### config.mk
export PLATFORM = sky130hd
export DESIGN_NAME = shift_reg_8bit
export DESIGN_NICKNAME = d
export VERILOG_FILES = /design/src/rtl/shift_reg_8bit.sv
export SDC_FILE = /design/constraint.sdc
export NUM_CORES = 1
export LEC_CHECK = 0
export CORE_AREA = 2 2 39 41
export CTS_CLUSTER_SIZE = 14
export DETAILED_ROUTE_END_ITERATION = 8
export DIE_AREA = 0 0 41 43
export PLACE_DENSITY = 0.56
export RECOVER_POWER = 50
export REMOVE_ABC_BUFFERS = 1
export SETUP_SLACK_MARGIN = 0.2
export SLEW_MARGIN = 20
export SYNTH_ARGS = -nofsm -noshare
export SYNTH_HDL_FRONTEND = slang
export SYNTH_SLANG_ARGS = --single-unit
### constraint.sdc
create_clock -name CLK -period 0.8 [get_ports CLK]
set_input_delay 0.16 -clock CLK [delete_from_list [all_inputs] [get_ports CLK]]
set_output_delay 0.16 -clock CLK [all_outputs]
set_load 0.01 [all_outputs]
### src/rtl/shift_reg_8bit.sv
// Parallel-load / LSB-first right-shift register forming the SPI sender and receiver datapath.
// Optional build macro SHIFT_REG_SOUT_EN adds the S_DATA_OUT and LOAD_DONE outputs.
`timescale 1ns/1ps

module shift_reg_8bit #(
    parameter int unsigned WIDTH = 8
) (
    input  logic             CLK,
    input  logic             CLR,
    input  logic [WIDTH-1:0] P_DATA_IN,
    input  logic             S_DATA_IN,
    input  logic             SH_LD,
`ifdef SHIFT_REG_SOUT_EN
    output logic             S_DATA_OUT,
    output logic             LOAD_DONE,
`endif
    output logic [WIDTH-1:0] P_DATA_OUT
);

    logic [WIDTH-1:0] q;

    // P_DATA_IN is only read on load edges, so X/Z on it cannot reach q while shifting.
    always_ff @(posedge CLK or posedge CLR) begin
        if (CLR) begin
            q <= '0;
        end else if (SH_LD) begin
            q <= {S_DATA_IN, q[WIDTH-1:1]};
        end else begin
            q <= P_DATA_IN;
        end
    end

    assign P_DATA_OUT = q;

`ifdef SHIFT_REG_SOUT_EN
    logic load_done_q;

    always_ff @(posedge CLK or posedge CLR) begin
        if (CLR) begin
            load_done_q <= 1'b0;
        end else begin
            load_done_q <= ~SH_LD;
        end
    end

    assign S_DATA_OUT = q[0];
    assign LOAD_DONE  = load_done_q;
`endif

endmodule

-- After elaboration in Yosys (flattened, before gate mapping)
Cells that the tools add are included.
- multiplexer cells: 1
- operators by type and width (cell ; number):
    $mux W8 ; 1
- word-level logic and storage cells: 2
- input port bits: 12
- register bits after elaboration: 8
- output and inout bits: 8

-- Logic depth before layout (Yosys ltp)
- word-level depth: 1
- depth in mapped cells: 2

-- Worst setup path before layout
OpenSTA, ideal clock, no wires.
- kind: flip-flop to flip-flop
- start point: register q[1] (netlist: P_DATA_OUT[1])
- end point: register q[0] (netlist: P_DATA_OUT[0])
- required time: 0.675 ns
- buffers on the path: 0
- cell stages (with the launch flop): 2
- period minus slack after synthesis: 0.769 ns
- setup time: 0.125 ns
- arrival: 0.644 ns
- setup slack: 0.031 ns
- path through: dfrtp_1 -> mux2_4
- longest elaborated chain between the ends: 1
- ends and longest elaborated chain (what ; line ; RTL):
    start: declaration ; 20 ; logic [WIDTH-1:0] q;
    start signal: assignment ; 27 ; q <= {S_DATA_IN, q[WIDTH-1:1]};
    $mux W8 ; 26 ; end else if (SH_LD) begin
Every way passes these cells.

-- Worst setup path after layout
- start point: register q[2] (netlist: P_DATA_OUT[2])
- end point: output P_DATA_OUT[2]
- RTL lines (what ; line ; RTL):
    end: declaration ; 17 ; output logic [WIDTH-1:0] P_DATA_OUT
No word-level cell between the ends.

==> metrics <==
status=finished, violations left; failing checks=negative setup slack; clock share of power=0.297; Final TNS setup=-1.13 ns; Die W=41 um; root buf cell=clkbuf_4; slew margin rel.=0.797; Final min period=0.927 ns; Final Max Tran Viols=0; Buf/Inv on CP=1; fin worst setup slack=-0.127 ns; switch share=0.222; Layout area overhead=70.1%; worst-path cell chain=buf_2; Starting DRT DRC Count=2; RSZ-0062 raised after global routing=yes; sequential power share=0.463; Fin. Hold Viols=0; largest net degree at the start of global routing=9; antenna viol nets, final=0; routed vias=231; placed inst area=577 um^2; Worst EP arrival=0.77 ns; number of clock buffers inserted by TritonCTS=3; Critical-path top delay cell=dfrtp_1; Hold Path Class=in -> reg; num ports=20; cell count after synthesis=18; grt total ovfl=0; die area=0.00176 mm^2; Setup CP Type=reg -> out; Tot GR Track Use=0.101; Worst IR Drop VDD=0.505 mV; drt total wl=721 um; element type at the critical path start=flip-flop; Worst-Margin Slew=0.304 ns; dpl ws=-0.449 ns; commonest cells after routing, fill and taps aside=dfrtp_1 (8), mux2_4 (8), clkdlybuf4s50_1 (7); Die Ht=43 um; share of layout cells above drive strength 1=0.558; Leakage=0.000286 uW; # rows=14; CP required=0.64 ns; Starting Density=0.242; post-synthesis cell type count=4; Synth warnings=0; skew final=0.000886 ns; Clock Pin Slew Worst Setup and Hold Paths=0.05 ns; drc violations=0; 1st-pass router iterations=2; P_int=782 uW; final non-filler cell area=571 um^2; Tcrit/Tclk final=1.16; combinational share of power=0.241; fill count=130; Max H-tree Level=1; CTS tree=built; crit-path max FO=2; # port buffers=19; Core Footprint=0.00138 mm^2; Synth Register Bits=8; max_cap viols=0; Clock Tree Buf Depth=2; Final nets=57; Syn Area/Cell=18.6 um^2; Antenna diodes=0; initial antenna violation count=0; Highest Clock Rate=1080 MHz; Net Sw Power=224 uW; clk_lat worst skew=0.25 ns; Avg WL per Cell=12.2 um; pwr/cell area=1760 mW/mm^2; post-DP HPWL=567 um; part of the Yosys area used for sequential elements=0.597; # setup viols final=11; Hold WS=0.259 ns; RD Place Congestion=0.573; critical path endpoint category=output pin; clk sinks=8; post-CTS setup buffers=0; Mapped Area=335 um^2; Worst path max stage delay=0.38 ns; max reg flops=8; first-pass GRT wire length=1.13 mm; vias in the first global route=283; Via density=3.92; CP delay by family, top=flip-flops
## cell usage after synthesis, drive strengths merged
library cell,count,share of area
buf,1,0.034
mux2,8,0.36
dfrtp,8,0.60
inv,1,0.011
## power by group through the flow
stage               Sequential (uW)  Clock (uW)  Combinational, uW
finish                          465         298                242
global route                    469         343                262
CTS                             462         328                231
detailed placement              470           0                274
global placement                471           0                270
floorplan                       488           0               69.7
## layout make-up
cell class                      count  area (um^2)  area share
Inverter                            1         3.75     0.00658
Timing Repair Buffer               23          204       0.357
Tap cell                           16         20.0      0.0351
Multi-Input combinational cell      8          120       0.211
Sequential cell                     8          200       0.351
Clock buffer                        3         22.5      0.0395
## cell families (layout without fill, tap and decap cells)
family	count (synthesis)	in the layout	share of synthesized area
mux	8	8	0.358
flops	8	8	0.597
buf+inv	2	27	0.0448
## layer usage
layer	routed length [um]	global-route usage	vias up
met4	0	0.0800	0
met5	0	0	-
met3	110	0.0366	0
met2	328	0.147	20
met1	282	0.112	101
li1	-	-	110
## worst paths after layout
kind                               start            end  slack [ns]  cells after the start
setup / recovery           P_DATA_OUT[2]  P_DATA_OUT[2]       -0.13                      1
hold / removal                 S_DATA_IN  P_DATA_OUT[7]        0.26                      2
setup reg to reg           P_DATA_OUT[1]  P_DATA_OUT[0]       -0.08                      2
hold reg to reg            P_DATA_OUT[5]  P_DATA_OUT[4]        0.51                      1
max in group asynchronous            CLR  P_DATA_OUT[7]        0.27                      2
min in group asynchronous            CLR  P_DATA_OUT[4]        0.30                      2
## timing repair
| item | 4_1_cts | 5_1_grt |
|---|---|---|
| hold buffers | 0 | 0 |
| resized for setup | 38 | 3 |
| endpoints found under the setup margin | 16 | 15 |
## per-stage QoR
stage | util | power, uW | instances
2_1_floorplan | - | 558 | 17
3_3_place_gp | 0.417 | 741 | 56
3_5_place_dp | 0.417 | 743 | 56
4_1_cts | 0.399 | 1020 | 59
5_1_grt | 0.412 | 1070 | 59
6_report | 0.412 | 1010 | 59
(Power assumes the default switching activity.)
